$ cat src/rtl/uart_tx_drain.sv
// uart_tx_drain: 8N1 UART transmitter popping bytes from an upstream FIFO, LSB first.
// Define UART_TX_PARITY_EN to insert an even-parity bit between the data and stop bits.
module uart_tx_drain #(
    parameter int CLKS_PER_BIT = 104,
    parameter int STOP_BITS    = 1
) (
    input  logic       clk,
    input  logic       rst,
    input  logic       fifo_empty,
    input  logic [7:0] fifo_data,
    output logic       fifo_pop,
    output logic       tx,
    output logic       busy,
    output logic       frame_done
);
    localparam int CW = $clog2(CLKS_PER_BIT);
    localparam logic [CW-1:0] LAST = CW'(CLKS_PER_BIT - 1);
    localparam logic [CW-1:0] PRE = CW'(CLKS_PER_BIT - 2);
    localparam logic [2:0] STOP_LAST = 3'(STOP_BITS - 1);

    typedef enum logic [2:0] {
        IDLE,
        START,
        DATA,
`ifdef UART_TX_PARITY_EN
        PARITY,
`endif
        STOP
    } state_t;

    state_t state;
    logic [CW-1:0] cnt;
    logic [2:0] idx;
    logic [7:0] shift;
    logic empty_q;
`ifdef UART_TX_PARITY_EN
    logic par;
`endif

    assign fifo_pop = (state == IDLE) && !rst && !fifo_empty && !empty_q;
    assign busy = (state != IDLE) || fifo_pop;

    always_ff @(posedge clk) begin
        if (rst) begin
            state      <= IDLE;
            tx         <= 1'b1;
            frame_done <= 1'b0;
            cnt        <= '0;
            idx        <= '0;
            shift      <= '0;
            empty_q    <= 1'b1;
`ifdef UART_TX_PARITY_EN
            par        <= 1'b0;
`endif
        end else begin
            empty_q <= fifo_empty;
            // every state change happens at a bit boundary, so wrapping here also clears on change
            cnt <= (state == IDLE || cnt == LAST) ? '0 : cnt + 1'b1;
            // registered, so raised one cycle ahead of the final stop cycle
            frame_done <= (state == STOP) && (cnt == PRE) && (idx == STOP_LAST);
            case (state)
                IDLE: if (fifo_pop) begin
                    shift <= fifo_data;
                    state <= START;
                    tx    <= 1'b0;
                    idx   <= '0;
`ifdef UART_TX_PARITY_EN
                    par   <= ^fifo_data;
`endif
                end
                START: if (cnt == LAST) begin
                    state <= DATA;
                    tx    <= shift[0];
                end
                DATA: if (cnt == LAST) begin
                    shift <= shift >> 1;
                    if (idx == 3'd7) begin
                        idx <= '0;
`ifdef UART_TX_PARITY_EN
                        state <= PARITY;
                        tx    <= par;
`else
                        state <= STOP;
                        tx    <= 1'b1;
`endif
                    end else begin
                        idx <= idx + 3'd1;
                        tx  <= shift[1];
                    end
                end
`ifdef UART_TX_PARITY_EN
                PARITY: if (cnt == LAST) begin
                    state <= STOP;
                    tx    <= 1'b1;
                end
`endif
                STOP: if (cnt == LAST) begin
                    if (idx == STOP_LAST) begin
                        state <= IDLE;
                        idx   <= '0;
                    end else begin
                        idx <= idx + 3'd1;
                    end
                end
                default: begin
                    state <= IDLE;
                    tx    <= 1'b1;
                end
            endcase
        end
    end
endmodule

$ cat config.mk
export PLATFORM = sky130hd
export DESIGN_NAME = uart_tx_drain
export DESIGN_NICKNAME = d
export VERILOG_FILES = /design/src/rtl/uart_tx_drain.sv
export SDC_FILE = /design/constraint.sdc
export NUM_CORES = 1
export LEC_CHECK = 0
export CAP_MARGIN = 20
export CORE_ASPECT_RATIO = 1.1
export CORE_MARGIN = 3
export CORE_UTILIZATION = 35
export CTS_CLUSTER_SIZE = 8
export DETAILED_ROUTE_END_ITERATION = 10
export GPL_ROUTABILITY_DRIVEN = 0
export HOLD_SLACK_MARGIN = 0.1
export PLACE_DENSITY = 0.64
export SYNTH_ARGS = -nofsm -noshare
export SYNTH_HDL_FRONTEND = slang
export SYNTH_SLANG_ARGS = --single-unit
$ cat constraint.sdc
create_clock -name clk -period 4.27 [get_ports clk]
set_input_delay 1.0675 -clock clk [delete_from_list [all_inputs] [get_ports clk]]
set_output_delay 1.0675 -clock clk [all_outputs]
set_load 0.005 [all_outputs]
==> impl_metrics.tcl, run 1 <==
set metrics [dict create \
    hold_violations 0 \
    fin_tns_setup_ns 0 \
    drive_gt1_frac 0.0870 \
    num_rows 22 \
    clk_path_buf_depth 2 \
    power_density_nw_per_um2 424 \
    dp_hpwl_um 1870 \
    diodes 0 \
    seq_area_frac_synth 0.366 \
    place_ws_ns 0.716 \
    startpoint_type "input port" \
    setup_violations 0 \
    yosys.area_share.adder 0.0896 \
    fin_area_um2 1480 \
    rsz0062_at_grt "no" \
    fmax_mhz 282 \
    synth_top_family_by_area "simple AND/OR/NAND/NOR gates" \
    worst_setup_path_end_kind "output port" \
    synth_warnings 0 \
    max_cap_viol_count 0 \
    finalCritPeriodShare 0.830 \
    holdCritStartpoint "shift[2]" \
    ff2ff_setup_slack_ns 2.19 \
    clk_latency_ns 0.31 \
    grt_max_degree 19 \
    root_buffer "clkbuf_4" \
    setup_slack_ns 0.725 \
    synth_area_um2 1260 \
    initial_core_util 0.371 \
    cts_buffers 3 \
    drtAntennaViolNets 0 \
    syn_area_per_cell_um2 8.67 \
    dieArea_um2 4350 \
    crit_fanout 6 \
    worstHoldPathType "reg -> reg" \
    firstDrtPassIters 4 \
    synth_top_area_share 0.366 \
    peakVddDrop_mv 0.220 \
    muxShareOfSynthArea 0.142 \
    place_area_um2 1450 \
    overflow 0 \
    synth_nets 165 \
    synth_area_leaders "dfxtp_1 37%, ha_1 9.0%, mux2i_1 8.0%, mux2_2 6.3%, nand2_1 6.0%" \
    vias_per_cell 4.98 \
    worstReg2RegStart "state[0]" \
    timing.critical_path.arrival_ns 2.48 \
    fill_cells 354 \
    synth-simple-area-share 0.247 \
    hold_slack_ns 0.467 \
    p_leak_nw 0.571 \
    cts_sinks 23 \
    totalWireLength_um 2420 \
    clock_skew_ns 0.00250 \
    area_delta_synth_final_pct 17.7 \
    nNetsFinal 182 \
    synth.ff_latch_count 23 \
    synth_area_leader_cell "dfxtp_1" \
    grt_antenna_before_repair 0 \
    critPathKind "in -> out" \
    finish.utilization 0.437 \
    worst_pin_slew_ns 0.725 \
    critPathRequiredTime_ns 3.20 \
    die_h_um 68.9 \
    vias 1040 \
    hold_buffers 0 \
    reg2reg_depth 5 \
    period_needed_ns 3.54 \
    critPathLaunch "rst" \
    synth_compound_area_frac 0.0915 \
    synth_cell_types 33 \
    coreArea_um2 3390 \
    drc 0 \
    routedWlPerCell_um 11.6 \
    grt_pass1_vias 1002 \
    cts_setup_buffers 0 \
    cts_tree "built" \
    io_buffers 14 \
    path_clk_slew_ns 0.12 \
    maxSlewHeadroom 0.514 \
    synth_xor_area_frac 0.0279 \
    ctsResizeCount 0 \
    grt_pass1_wl_um 4210 \
    grt_use_total 0.123 \
    ioPinCount 15 \
    drtIter0Drc 52 \
    whs_path_depth 2 \
    cts_max_level 1 \
    netlist_instances 145 \
    drv_slew 0 \
    outcome "completed" \
    die_x_um 63.2 \
]
## report_power, final
group          switching, W  internal (W)
Combinational      0.000130      0.000123
Sequential        0.0000241      0.000251
Clock             0.0000646     0.0000365
## synth_stat cells
cell type	number
a211oi_1	1
a21boi_0	1
a21boi_1	1
a21oi_1	7
a22o_1	1
and2_1	1
and3_1	5
and3b_1	1
clkbuf_1	3
clkinv_1	1
dfxtp_1	23
ha_1	9
inv_1	8
mux2_2	7
mux2i_1	10
nand2_1	20
nand2b_1	1
nand3_1	3
nand4b_1	2
nor2_1	11
nor2b_1	3
nor3_1	4
nor3_2	1
nor3b_1	2
nor3b_2	1
o21ai_0	8
o31a_1	1
or2_1	1
or2_2	1
or3_1	2
or4_1	1
xnor2_1	2
xor2_1	2
## state kept, by name (all words and copies together) (netlist names)
name / cells
state: 2
frame_done: 1
idx: 3
cnt: 7
empty_q: 1
tx: 1
shift: 8
## path summary, 6_finish.rpt
check / to
hold reg to reg: shift[2]
setup / recovery: busy
hold / removal: shift[2]
setup reg to reg: shift[3]
## routing by layer
layer | wire [um] | GRT usage | part of all wire
met5 | 0 | 0 | 0
met4 | 26 | 0.0496 | 0.011
met3 | 86 | 0.0373 | 0.035
met2 | 1270 | 0.235 | 0.52
met1 | 1040 | 0.128 | 0.43
## critical path, stage by stage
cell and delay, ns:
clkdlybuf4s50_1 0.44, o31a_1 0.40, inv_1 0.08, clkdlybuf4s50_1 0.49
## kinds of logic (layout without fill, tap and decap cells)
group                    count (synthesis)  after routing
XOR/XNOR                                 4              4
adder cells (fa/ha/maj)                  9              9
multiplexers                            17             17
flip-flops                              23             23
AO/OA/AOI/OAI                           20             20
AND/OR/NAND/NOR                         60             60
buffers and inverters                   12             28
## cells in the final DEF (no fill, tap or decap), drive strengths merged, types with 3 or more instances in the layout
cell,synthesis,layout
clkdlybuf4s50,0,14
nor3,5,5
dfxtp,23,23
nor2,11,11
nor3b,3,3
and3,5,5
o21ai,8,8
nor2b,3,3
clkbuf,3,4
mux2,7,7
ha,9,9
nand2,20,20
inv,8,8
a21oi,7,7
nand3,3,3
mux2i,10,10
## area by class of cell
cell class	instances	area, um^2	area share
well taps	48	60.1	0.0406
flip-flops and latches	23	460	0.311
multi-input cells	110	752	0.508
repair buffers	15	148	0.0997
inverters	9	33.8	0.0228
clock buffers	4	26.3	0.0178
## through the flow
stage	instances	power, W
6_report	209	0.000628
5_1_grt	209	0.000678
4_1_cts	209	0.000639
3_5_place_dp	205	0.000535
3_3_place_gp	205	0.000527
2_1_floorplan	145	0.000459
(Power assumes the default switching activity.)
==> run 2, diff against run 1 <==
- clock period: 4.27 -> 3.6 ns (I/O delays scaled with it)
==> run 2 against run 1 <==
  * Clock skew is 0.0059 ns higher
  * Die area unchanged
  * Highest routed layer unchanged
  * Largest power group unchanged
  * Total power grew 19%
  * Clock power rose by 21%
  * Final cell count grew 0.48%
  * Critical path depth unchanged
  * Largest cell class unchanged
  * Global-route usage decreased by 0.35 points
  * Worst setup slack worse by 0.36 ns
  * Sequential power grew 18%
  * Routed wire length is 4.2% lower
  * Critical endpoint unchanged
==> impl_metrics.tcl, run 2 (synthesis gave the netlist of run 1 again) <==
set metrics [dict create \
    path_cells "clkdlybuf4s50_1 -> o31a_1 -> inv_1 -> clkdlybuf4s50_1" \
    grt_pass1_wl_um 4190 \
    grt_antenna_before_repair 0 \
    seqPwrFrac 0.433 \
    ioPinCount 15 \
    hold_buffers 0 \
    layout_commonest_cell "dfxtp_1" \
    cts_buffers 3 \
    drtIter0Drc 31 \
    period_needed_ns 3.23 \
    largest_reg_flops 8 \
    grt_pass1_vias 1013 \
    drc 0 \
    p_leak_nw 0.576 \
    drv_slew 0 \
    setup_violations 0 \
    cts_sinks 23 \
    fmax_mhz 309 \
    path_clk_slew_ns 0.12 \
    crit_path_frequent_cell "clkdlybuf4s50_1" \
    hold_slack_ns 0.465 \
    netSwitchingFraction 0.348 \
    finish.utilization 0.439 \
    worstHoldPathType "reg -> reg" \
    fin_tns_setup_ns 0 \
    max_cap_viol_count 0 \
    rsz0062_at_grt "no" \
    hold_violations 0 \
    power_density_nw_per_um2 502 \
    cts_tree "built" \
    firstDrtPassIters 3 \
    clk_path_buf_depth 2 \
    dp_hpwl_um 1820 \
    dieArea_um2 4350 \
    slowest_delay_ns 0.49 \
    diodes 0 \
    overflow 0 \
    critPathRequiredTime_ns 2.70 \
    final_cell_mix "23 x dfxtp_1, 20 x nand2_1, 14 x clkdlybuf4s50_1" \
    coreArea_um2 3390 \
    cp_slowest_cell "clkdlybuf4s50_1" \
    maxSlewHeadroom 0.508 \
    crit_fanout 6 \
    drive_gt1_frac 0.0926 \
    grt_use_total 0.120 \
    p_comb_frac 0.403 \
    p_int_w 0.000487 \
    crit_family "buffers and inverters" \
    nNetsFinal 183 \
    totalWireLength_um 2320 \
    finalCritPeriodShare 0.898 \
    timing.critical_path.arrival_ns 2.33 \
    grt_max_degree 19 \
    cts_setup_buffers 0 \
    area_delta_synth_final_pct 18.3 \
    vias_per_cell 4.81 \
    initial_core_util 0.371 \
    root_buffer "clkbuf_4" \
    worst_pin_slew_ns 0.733 \
    critPathBufInv 3 \
    startpoint_type "input port" \
    cts_max_level 1 \
    num_rows 22 \
    regMostFlops "shift" \
    critPathKind "in -> out" \
    routedWlPerCell_um 11.1 \
    clk_latency_ns 0.31 \
    outcome "completed" \
    ctsResizeCount 0 \
    worst_setup_path_end_kind "output port" \
    peakVddDrop_mv 0.433 \
    clock_power_share 0.164 \
    die_h_um 68.9 \
    clock_skew_ns 0.00839 \
    top_regs "shift x8, cnt x7, idx x3" \
    vias 1011 \
    drtAntennaViolNets 0 \
    io_buffers 14 \
    power.switching_w 0.000260 \
    die_x_um 63.2 \
]
run 2: cell count changes in the layout (fill, tap and decap cells not counted), sizes merged:
| cell | change |
|---|---|
| buf | +1 |
run 2: final timing paths:
path	startpoint	to	slack, ns	cells after the start
max reg2reg	state[0]	shift[1]	1.50	5
min	shift[4]	shift[4]	0.47	2
min reg2reg	shift[4]	shift[4]	0.47	2
max	rst	busy	0.37	4
run 2: power groups by stage:
stage               clock network (W)  registers, W  logic [W]
finish                       0.000122      0.000324   0.000301
global route                 0.000139      0.000329   0.000339
CTS                          0.000128      0.000324   0.000307
detailed placement                  0      0.000331   0.000305
global placement                    0      0.000328   0.000298
floorplan                           0      0.000324   0.000221
run 2: tightest hold or removal path, stage by stage (launching register included):
cell,delay [ns]
dfxtp_1,0.33
nand2_1,0.05
mux2i_1,0.05
run 2: final cells by class:
cell class,count,area (um^2)
fillers,349,1900
multi-input cells,110,752
flip-flops and latches,23,460
repair buffers,16,155
well taps,48,60.1
inverters,9,33.8
clock buffers,4,26.3
run 2: per-layer routing:
| layer | share of wire | track usage | wire length, um | vias up |
|---|---|---|---|---|
| met4 | 0.0082 | 0.0248 | 19 | 0 |
| li1 | - | - | - | 530 |
| met3 | 0.033 | 0.0340 | 76 | 4 |
| met2 | 0.54 | 0.235 | 1240 | 13 |
| met1 | 0.42 | 0.129 | 984 | 464 |
| met5 | 0 | 0 | 0 | - |
run 2: per-stage QoR:
stage / std cells / total power, W / area (um^2) / setup WS (ns)
after floorplan: 145 / 0.000544 / 1260 / 1.39
after global placement: 206 / 0.000626 / 1460 / 0.396
after detailed placement: 206 / 0.000635 / 1460 / 0.360
after CTS: 210 / 0.000759 / 1490 / 0.358
after global routing: 210 / 0.000807 / 1490 / 0.273
final: 210 / 0.000747 / 1490 / 0.366
